===== config.mk =====
export PLATFORM = sky130hd
export DESIGN_NAME = data_island_packet_scheduler
export DESIGN_NICKNAME = d
export VERILOG_FILES = /design/src/rtl/hdmi_packet_pkg.sv /design/src/rtl/packet_slot_timer.sv /design/src/rtl/data_island_packet_scheduler.sv
export SDC_FILE = /design/constraint.sdc
export NUM_CORES = 1
export LEC_CHECK = 0
export CAP_MARGIN = 20
export CORE_AREA = 4 4 585 587
export DETAILED_ROUTE_END_ITERATION = 7
export DIE_AREA = 0 0 589 591
export GPL_ROUTABILITY_DRIVEN = 0
export GPL_TIMING_DRIVEN = 1
export PLACE_DENSITY_LB_ADDON = 0.3
export SYNTH_ARGS = -nofsm -noshare
export SYNTH_HDL_FRONTEND = slang
export SYNTH_SLANG_ARGS = --single-unit

===== constraint.sdc =====
create_clock -name clk_pixel -period 2.4 [get_ports clk_pixel]
set_clock_uncertainty 0.05 [all_clocks]
set_input_delay 0.48 -clock clk_pixel [delete_from_list [all_inputs] [get_ports clk_pixel]]
set_output_delay 0.48 -clock clk_pixel [all_outputs]
set_load 0.1 [all_outputs]

===== src/rtl/hdmi_packet_pkg.sv =====
// Shared types and constants for the HDMI data-island packet path.
// Packet type codes, source selection and scheduler state.
package hdmi_packet_pkg;

  localparam logic [7:0] PT_NULL  = 8'h00;
  localparam logic [7:0] PT_ACR   = 8'h01;
  localparam logic [7:0] PT_AUDIO = 8'h02;
  localparam logic [7:0] PT_AVI   = 8'h82;
  localparam logic [7:0] PT_SPD   = 8'h83;
  localparam logic [7:0] PT_AIF   = 8'h84;

  localparam int ST_IF_OVR   = 0;
  localparam int ST_ACR_OVR  = 1;
  localparam int ST_SLOT_OVR = 2;

  typedef logic [3:0][55:0] sub_t;

  typedef enum logic [2:0] {
    SRC_NULL,
    SRC_ACR,
    SRC_AUD,
    SRC_AVI,
    SRC_AIF,
    SRC_SPD
  } src_sel_t;

  typedef enum logic {
    IDLE,
    EMIT
  } sched_state_t;

  // Fixed priority: ACR > audio > AVI > AIF > SPD > null.
  function automatic src_sel_t pick_source(
    input logic acr,
    input logic aud,
    input logic avi,
    input logic aif,
    input logic spd
  );
    if (acr)      return SRC_ACR;
    else if (aud) return SRC_AUD;
    else if (avi) return SRC_AVI;
    else if (aif) return SRC_AIF;
    else if (spd) return SRC_SPD;
    else          return SRC_NULL;
  endfunction

endpackage


===== src/rtl/packet_slot_timer.sv =====
// Packet-period timer: accepts encoder slot requests and counts
// one packet period; flags requests that arrive mid-packet.
module packet_slot_timer
  import hdmi_packet_pkg::*;
#(
  parameter int PACKET_CYCLES = 32
) (
  input  logic clk_pixel,
  input  logic reset,
  input  logic packet_slot,
  output logic accept,
  output logic active,
  output logic overrun
);

  localparam int CW = (PACKET_CYCLES > 1) ? $clog2(PACKET_CYCLES) : 1;
  localparam logic [CW-1:0] LAST = CW'(PACKET_CYCLES - 1);

  sched_state_t    state_q, state_d;
  logic [CW-1:0]   cnt_q, cnt_d;

  // State and emit counter registers.
  always_ff @(posedge clk_pixel) begin
    if (reset) begin
      state_q <= IDLE;
      cnt_q   <= '0;
    end else begin
      state_q <= state_d;
      cnt_q   <= cnt_d;
    end
  end

  // Next state; a slot on the last count restarts back-to-back.
  always_comb begin
    state_d = state_q;
    cnt_d   = cnt_q;
    accept  = 1'b0;
    overrun = 1'b0;
    unique case (state_q)
      IDLE: begin
        if (packet_slot) begin
          accept  = 1'b1;
          state_d = EMIT;
          cnt_d   = '0;
        end
      end
      EMIT: begin
        if (cnt_q == LAST) begin
          cnt_d = '0;
          if (packet_slot) accept = 1'b1;
          else             state_d = IDLE;
        end else begin
          cnt_d   = cnt_q + 1'b1;
          overrun = packet_slot;
        end
      end
      default: state_d = IDLE;
    endcase
  end

  assign active = (state_q == EMIT);

endmodule


===== src/rtl/data_island_packet_scheduler.sv =====
// Data-island packet arbiter: tracks pending packet requests and
// latches one source's header/subpackets per packet slot.
module data_island_packet_scheduler
  import hdmi_packet_pkg::*;
#(
  parameter int PACKET_CYCLES = 32,
  parameter int IF_PERIOD     = 1,
  parameter int SPD_ENABLE    = 1,
  parameter int AUDIO_ENABLE  = 1
) (
  input  logic        clk_pixel,
  input  logic        reset,
  input  logic        frame_start,
  input  logic        packet_slot,
  input  logic        acr_req,
  input  logic        audio_valid,
  output logic        audio_ready,
  input  logic [23:0] acr_header,
  input  logic [23:0] aud_header,
  input  logic [23:0] avi_header,
  input  logic [23:0] aif_header,
  input  logic [23:0] spd_header,
  input  sub_t        acr_sub,
  input  sub_t        aud_sub,
  input  sub_t        avi_sub,
  input  sub_t        aif_sub,
  input  sub_t        spd_sub,
  output logic [23:0] header,
  output sub_t        sub,
  output logic [7:0]  packet_type,
  output logic        packet_active,
  output logic [2:0]  status
);

  localparam int FW = (IF_PERIOD > 1) ? $clog2(IF_PERIOD) : 1;
  localparam logic [FW-1:0] FLAST = FW'(IF_PERIOD - 1);

  logic          accept, slot_ovr;
  logic          acr_m, aud_m, arm;
  src_sel_t      sel;

  logic          acr_p_q, acr_p_d;
  logic          avi_p_q, avi_p_d;
  logic          aif_p_q, aif_p_d;
  logic          spd_p_q, spd_p_d;
  logic [FW-1:0] frm_q, frm_d;
  logic [23:0]   hdr_q, hdr_d;
  sub_t          sub_q, sub_d;
  logic          rdy_q, rdy_d;
  logic [2:0]    status_q, status_d;

  packet_slot_timer #(
    .PACKET_CYCLES(PACKET_CYCLES)
  ) u_timer (
    .clk_pixel  (clk_pixel),
    .reset      (reset),
    .packet_slot(packet_slot),
    .accept     (accept),
    .active     (packet_active),
    .overrun    (slot_ovr)
  );

  assign acr_m = (AUDIO_ENABLE != 0) && acr_req;
  assign aud_m = (AUDIO_ENABLE != 0) && audio_valid;
  assign sel   = pick_source(acr_p_q, aud_m, avi_p_q,
                             aif_p_q, spd_p_q);
  // InfoFrames go out on frames whose index is 0 mod IF_PERIOD,
  // starting with the first frame after reset.
  assign arm   = frame_start && (frm_q == '0);

  // Pending flags, frame counter, selection and sticky status.
  always_ff @(posedge clk_pixel) begin
    if (reset) begin
      acr_p_q  <= 1'b0;
      avi_p_q  <= 1'b0;
      aif_p_q  <= 1'b0;
      spd_p_q  <= 1'b0;
      frm_q    <= '0;
      hdr_q    <= '0;
      sub_q    <= '0;
      rdy_q    <= 1'b0;
      status_q <= '0;
    end else begin
      acr_p_q  <= acr_p_d;
      avi_p_q  <= avi_p_d;
      aif_p_q  <= aif_p_d;
      spd_p_q  <= spd_p_d;
      frm_q    <= frm_d;
      hdr_q    <= hdr_d;
      sub_q    <= sub_d;
      rdy_q    <= rdy_d;
      status_q <= status_d;
    end
  end

  // Flag updates: selection clears first, same-cycle requests win.
  always_comb begin
    acr_p_d = acr_p_q;
    avi_p_d = avi_p_q;
    aif_p_d = aif_p_q;
    spd_p_d = spd_p_q;
    frm_d   = frm_q;
    if (accept) begin
      if (sel == SRC_ACR) acr_p_d = 1'b0;
      if (sel == SRC_AVI) avi_p_d = 1'b0;
      if (sel == SRC_AIF) aif_p_d = 1'b0;
      if (sel == SRC_SPD) spd_p_d = 1'b0;
    end
    if (acr_m) acr_p_d = 1'b1;
    if (frame_start) begin
      frm_d = (frm_q == FLAST) ? '0 : frm_q + 1'b1;
    end
    if (arm) begin
      avi_p_d = 1'b1;
      aif_p_d = 1'b1;
      if (SPD_ENABLE != 0) spd_p_d = 1'b1;
    end
  end

  // Output hold register loads only on an accepted slot.
  always_comb begin
    hdr_d = hdr_q;
    sub_d = sub_q;
    rdy_d = 1'b0;
    if (accept) begin
      unique case (sel)
        SRC_ACR: begin hdr_d = acr_header; sub_d = acr_sub; end
        SRC_AUD: begin hdr_d = aud_header; sub_d = aud_sub; end
        SRC_AVI: begin hdr_d = avi_header; sub_d = avi_sub; end
        SRC_AIF: begin hdr_d = aif_header; sub_d = aif_sub; end
        SRC_SPD: begin hdr_d = spd_header; sub_d = spd_sub; end
        default: begin hdr_d = '0;         sub_d = '0;      end
      endcase
      rdy_d = (sel == SRC_AUD);
    end
  end

  // Sticky error bits, judged against flags before this edge.
  always_comb begin
    status_d = status_q;
    if (slot_ovr)         status_d[ST_SLOT_OVR] = 1'b1;
    if (acr_m && acr_p_q) status_d[ST_ACR_OVR]  = 1'b1;
    if (arm && (avi_p_q || aif_p_q || spd_p_q))
      status_d[ST_IF_OVR] = 1'b1;
  end

  assign header      = hdr_q;
  assign sub         = sub_q;
  assign packet_type = hdr_q[7:0];
  assign audio_ready = rdy_q;
  assign status      = status_q;

endmodule


==> metrics.txt, run 1 <==
Worst-path clk slew=0.06 ns; Synth warnings=0; Setup crit start kind=register; final setup violation count=172; Fmax=390 MHz; Yosys cell types=27; Leakage Power=roughly 14 nW; vias in the first global route=24893; I/O pin count=1507; violated checks=DRC, setup timing; Detail Route Antenna Nets=0; Worst Path Max Fanout=10; Worst Path Required=2.89 ns; combinational power share=a little under half; commonest non-fill, non-tap cell in the layout=clkdlybuf4s50_1; endpoint type of the worst setup path=register; setup TNS=-9.41 ns; CP Buf/Inv Count=7; # port buffers=1506; post-layout minimum cycle time=roughly 2.6 ns; first-pass GRT wire length=321000 µm; DRT iter0 DRCs=a little over 3000; Psw=9.14 mW; initial antenna violation count=282; final hold vios=0; Pwr Total=~22 mW; Hold Path Class=input pin to register; largest net degree at the start of global routing=55; Global Route Usage Sum=14.6%; DIE WIDTH=slightly below 600 µm; syn_area_per_cell=9.10 µm²; crit-path cells=buf_12 > nor4b_4 > buf_12 > buf_8 > buf_6 > buf_6 > buf_6 > a222oi_1 > buf_4 > a211oi_1; clk_lat worst skew=0.68 ns; CTS tree=done; starting density of the core=4.15%; Max clock buf depth=3; post-DP HPWL=roughly 230000 µm; P per Cell Area=roughly 530 nW/µm²; Sw Ratio=42.4%; part of the power in registers=23.3%; Core Area=~340000 µm²; Final Net Count=4497; max-slew violations=0; Mapped Nets=around 2800; synthesis-stage register bit count=262; Tcrit/Tclk final=107%; Max-Cap Viols=0; vias=25068; Final Util=12.0%; Critical Path Most Common Cell=buf_6; DP Cell Count=7597; sequential area share after synthesis=37.6%; hold_buf cts=0; # rows=between 200 and 250; cts bufs inserted=42; Residual DRC=54; worst slew pin tran=1.04 ns; Peak VDD IR=just under 0.0005 V; Clk pwr share=31.6%; Max-slew headroom=about 30%; RSZ-0062 raised after global routing=true; GR Overflow Total=0; synthesized netlist cell count=1535; layout cells sized above 1=25.0%; Post-Layout Cell Count=~7800; Internal Power=between 10 and 15 mW; Syn Std Cell Area=14000 µm²; worst setup margin=-0.166 ns; Critical Path AT=3.05 ns; DR WL/cell=roughly 35 µm; drt first pass iters=8; Largest stage delay, worst path=between 0.6 and 0.7 ns; H-tree depth=2; clock root buffer master=clkbuf_16; routed wire length=271000 µm; Die Y=between 500 and 600 µm; Worst Setup Path Type=register to register; most frequent cells in the layout=1244 x clkdlybuf4s50_1, 478 x buf_4, 260 x nor2_1, 260 x dfxtp_1, 248 x a222oi_1; status=complete, but fails checks; Hold Slack=0.357 ns; Vias per Instance=3.19; die area=348000 µm²; Worst path slowest cell=a222oi_1; CTS sink cnt=262; family with the most delay on the worst path=buffers and inverters; synth-to-layout area growth=189%
==> logic make-up after synthesis <==
kind of cell	count (synthesis)	share of synthesized area (%)
compound gates	761	47.3
fa+ha+maj	2	0.179
buf+inv	232	7.02
flops	262	37.6
simple gates	278	7.89
==> path summary, 6_finish.rpt <==
kind,startpoint,cells after the start,slack [ns],endpoint
max,acr_p_q,10,-0.17,sub[141]
min,reset,2,0.36,sub[100]
min reg2reg,status[1],2,0.43,status[1]
max reg2reg,acr_p_q,10,-0.17,sub[141]
==> worst register-to-register path, cell delays in order (launching register included) <==
cell	delay [ns]
dfxtp_4	0.44
buf_12	0.16
nor4b_4	0.07
buf_12	0.16
buf_8	0.19
buf_6	0.12
buf_6	0.13
buf_6	0.13
a222oi_1	0.67
buf_4	0.23
a211oi_1	0.06
==> sequential cells by signal, indices dropped and copies added, names as in the netlist <==
| name | flops |
|---|---|
| u_timer.cnt_q | 5 |
| acr_p_q | 1 |
| status | 3 |
| audio_ready | 1 |
| header | 24 |
| avi_p_q | 1 |
| aif_p_q | 1 |
| spd_p_q | 1 |
| u_timer.active | 1 |
| sub | 224 |
==> synth_stat cells <==
cell type	instances	share of area (%)
a211oi_1	248	13
a21o_1	1	0.054
a21oi_1	12	0.43
a221oi_1	248	16
a222oi_1	248	18
and2_1	1	0.045
and3_1	1	0.045
buf_1	6	0.16
buf_2	54	1.9
buf_4	11	0.59
clkbuf_1	160	4.3
dfxtp_1	262	38
ha_1	2	0.18
inv_1	1	0.027
nand2_1	1	0.027
nand2b_1	1	0.045
nand3_1	1	0.036
nor2_1	261	7.0
nor2b_1	2	0.090
nor3_1	1	0.036
nor3b_1	5	0.27
nor3b_2	1	0.090
nor4b_2	1	0.11
o21ai_0	1	0.036
o22ai_1	1	0.045
o31ai_1	2	0.11
or3_1	2	0.090
==> layout make-up <==
class | count | area (µm²)
inverters | 1 | 3.75
clock inverters | 17 | 213
flip-flops and latches | 262 | 5250
repair buffers | 1901 | 19400
fillers | 38686 | 296000
clock buffers | 57 | 1210
diodes | 54 | 135
multi-input cells | 1041 | 8530
well taps | 4515 | 5650
==> power groups by stage <==
stage | Sequential (mW) | Clock [mW] | Combinational (mW)
2_1_floorplan | 7.53 | 0 | 1.54
3_3_place_gp | 5.11 | 0 | 9.17
3_5_place_dp | 5.11 | 0 | 9.17
4_1_cts | 5.02 | 7.20 | 9.73
5_1_grt | 5.06 | 7.25 | 10.1
6_report | 5.02 | 6.81 | 9.74
==> per-layer routing <==
layer  vias to the layer above  track usage (%)  share of wire [%]  wire [µm]
met2                      1874             23.4                 44     120000
li1                      10267                -                  -          -
met5                         -                0               0.61       1670
met4                       248             4.36                3.9      10700
met3                       650             8.95                 14      38500
met1                     12029             15.9                 37     101000
==> repair_timing <==
action | CTS | global route
endpoints found under the setup margin | 214 | 249
gates cloned | 26 | 8
resized for setup | 164 | 84
buffers inserted | 78 | 26
pin swaps | 193 | 47
==> per-stage QoR <==
stage	setup WS [ns]	area (µm²)
4_1_cts	-0.456	39600
3_5_place_dp	-1.06	35800
3_3_place_gp	-1.09	35800
2_1_floorplan	0.124	14000
6_report	-0.166	40300
5_1_grt	-0.323	40300
Note: power is estimated with default switching activity, not from simulation.
==> inputs of run 2 (changes only) <==
--- a/config.mk
+++ b/config.mk
@@ -5,12 +5,14 @@
 export SDC_FILE = /design/constraint.sdc
 export NUM_CORES = 1
 export LEC_CHECK = 0
+export ABC_AREA = 1
 export CAP_MARGIN = 20
-export CORE_AREA = 4 4 585 587
+export CORE_AREA = 4 4 589 591
 export DETAILED_ROUTE_END_ITERATION = 7
-export DIE_AREA = 0 0 589 591
+export DIE_AREA = 0 0 593 595
 export GPL_ROUTABILITY_DRIVEN = 0
 export GPL_TIMING_DRIVEN = 1
+export MAX_ROUTING_LAYER = met4
 export PLACE_DENSITY_LB_ADDON = 0.3
 export SYNTH_ARGS = -nofsm -noshare
 export SYNTH_HDL_FRONTEND = slang
==> run 2 against run 1 <==
  * The flow now finishes without violations
  * Combinational power increased by 11%
  * Via count increased by 36%
  * Sequential share of layout area decreased by 1.6 points
  * Routed wire length increased by 13%
  * Highest routed layer is now met4
  * First-iteration DRC count decreased by 11%
  * Cell area increased by 14%
  * Critical path type unchanged
  * Critical path depth increased by 5
  * Global-route usage increased by 2.0 points
  * Power increased by 8.8%
==> metrics.txt, run 2 <==
Internal Power=13.2 mW; vias in the first global route=33098; Final Util=between 10% and 20%; post-DP HPWL=262000 µm; Worst-path clk slew=0.06 ns; starting density of the core=6.08%; # rows=215; Worst Setup Path Type=register to register; Global Route Usage Sum=about 17%; final hold vios=0; final setup violation count=0; Max clock buf depth=3; synth top area cells=dfxtp_1 25%, nor2_1 18%, nand4_1 15%, nand3_1 12%, nand2_1 9.2%; Post-synth top cells=998 x nor2_1, 510 x nand2_1, 498 x nand3_1; Critical Path AT=2.91 ns; asr flop ratio synth=0%; Final Net Count=roughly 6400; CTS sink cnt=262; first-pass GRT wire length=around 370000 µm; Core Area=342000 µm²; # port buffers=1506; Residual DRC=0; synthesis-stage register bit count=262; syn_area_per_cell=5.67 µm²; I/O pin count=1507; cts bufs inserted=46; Synth warnings=0; endpoint type of the worst setup path=register; Max-slew headroom=49.3%; Worst Path Max Fanout=6; Die Y=595 µm; Vias per Instance=3.42; initial antenna violation count=355; most frequent cells in the layout=1245 x clkdlybuf4s50_1, 854 x nor2_1, 508 x nand2_1, 497 x nand4_1, 460 x nand3_1; routed wire length=306000 µm; synthesized netlist cell count=around 3700; Yosys cell types=21; Max-Cap Viols=0; Tcrit/Tclk final=99.5%; Hold Path Class=register to register; routed length on met3=41200 µm; RSZ-0062 raised after global routing=true; Worst R2R Setup Slack=0.01 ns; setup TNS=0 ns; layout cells sized above 1=16.4%; number of synthesized flops with an enable pin=0; Fmax=419 MHz; clk_lat worst skew=0.68 ns; Post-Layout Cell Count=9963; synth-to-layout area growth=121%; DIE WIDTH=slightly below 600 µm; Setup crit start kind=register; part of the power in registers=21.2%; commonest non-fill, non-tap cell in the layout=clkdlybuf4s50_1; drt first pass iters=5; CTS tree=done; met1 wire length=121000 µm; vias=34117; max-slew violations=0; Sw Ratio=43.6%; Synth area leader=dfxtp_1; post-layout minimum cycle time=2.39 ns; DR WL/cell=30.7 µm; max reg flops=224; Syn Std Cell Area=20800 µm²; DP Cell Count=9660; largest net degree at the start of global routing=82; Peak VDD IR=0.000480 V; Worst Path Required=between 2 and 3 ns; Leakage Power=18.1 nW; combinational power share=46.2%; Clk pwr share=32.7%; most common flop cell mapped by yosys=dfxtp_1; P per Cell Area=511 nW/µm²; GR Overflow Total=0; H-tree depth=2; DRT iter0 DRCs=2685; area share of the largest cell type after synthesis=25.2%; Detail Route Antenna Nets=0; die area=approximately 350000 µm²; top sig layer=met4; sequential area share after synthesis=25.2%; Mapped Nets=about 5000; worst slew pin tran=0.765 ns; clock root buffer master=clkbuf_16; met2 wire length=around 130000 µm; status=completed; Psw=10.2 mW; count leader, synth=nor2_1
-- run 2: kinds of logic after synthesis --
kind of cell               after synthesis  synth area share [%]
DFF                                    262                  25.2
AOI/OAI and AO/OA                      266                  6.45
adders and majority gates                2                 0.120
and+or+nand+nor                       2509                  54.4
buffers and inverters                  628                  13.8
-- run 2: critical path, cell delays in order, from the launching register on --
cell and delay [ns]:
dfxtp_2 0.36, ha_4 0.13, inv_2 0.04, nor3_2 0.11, ha_2 0.19, nor2_2 0.05, nor2_4 0.19, clkinv_8 0.09
buf_16 0.16, buf_12 0.16, clkbuf_16 0.19, nor2_2 0.12, nand3_1 0.10, nor2_2 0.15, buf_4 0.13, nor2_1 0.03
-- run 2: layout make-up --
class / instances / area [µm²]
inverter: 265 / 1030
antenna: 197 / 493
timing repair buffer: 1824 / 18400
fill: 39802 / 296000
sequential: 262 / 5250
clock buffer: 61 / 1320
clock inverter: 20 / 319
multi-input combinational: 2777 / 13400
tap: 4557 / 5700
-- run 2: power groups by stage --
stage          Clock (mW)  Sequential [mW]  Combinational (mW)
2_1_floorplan           0             7.53                2.51
3_3_place_gp            0             5.05                10.5
3_5_place_dp            0             5.05                10.5
4_1_cts              8.08             4.96                10.6
5_1_grt              8.14             5.00                11.4
6_report             7.66             4.96                10.8
-- run 2: timing repair --
| action | CTS | global route |
|---|---|---|
| hold buffers | 0 | 0 |
| setup buffers | 1 | 5 |
| pin swaps | 3 | 79 |
| endpoints found under the setup margin | 26 | 167 |
| gates cloned | 2 | 18 |
| resized for setup | 12 | 227 |
-- run 2: worst paths after layout --
kind / start / end / cells past startpoint
setup / recovery: u_timer.cnt_q[1] / header[6] / 15
hold / removal: status[0] / status[0] / 2
hold reg to reg: status[0] / status[0] / 2
setup reg to reg: u_timer.cnt_q[1] / header[6] / 15
-- run 2: per-stage QoR --
step / setup WS, ns / area [µm²] / hold slack (ns) / total power [mW]
2_1_floorplan: 0.269 / 20800 / 0.389 / 10.0
3_3_place_gp: -0.562 / 42400 / 0.390 / 15.6
3_5_place_dp: -0.525 / 42400 / 0.395 / 15.5
4_1_cts: -0.0251 / 44200 / 0.291 / 23.6
5_1_grt: -0.0690 / 45900 / 0.359 / 24.5
6_report: 0.0131 / 45900 / 0.399 / 23.5
-- run 2: layer usage --
metal	vias up	global-route usage [%]
li1	15606	-
met1	16226	18.3
met2	1907	25.8
met3	378	9.64
met4	0	3.55
met5	-	-
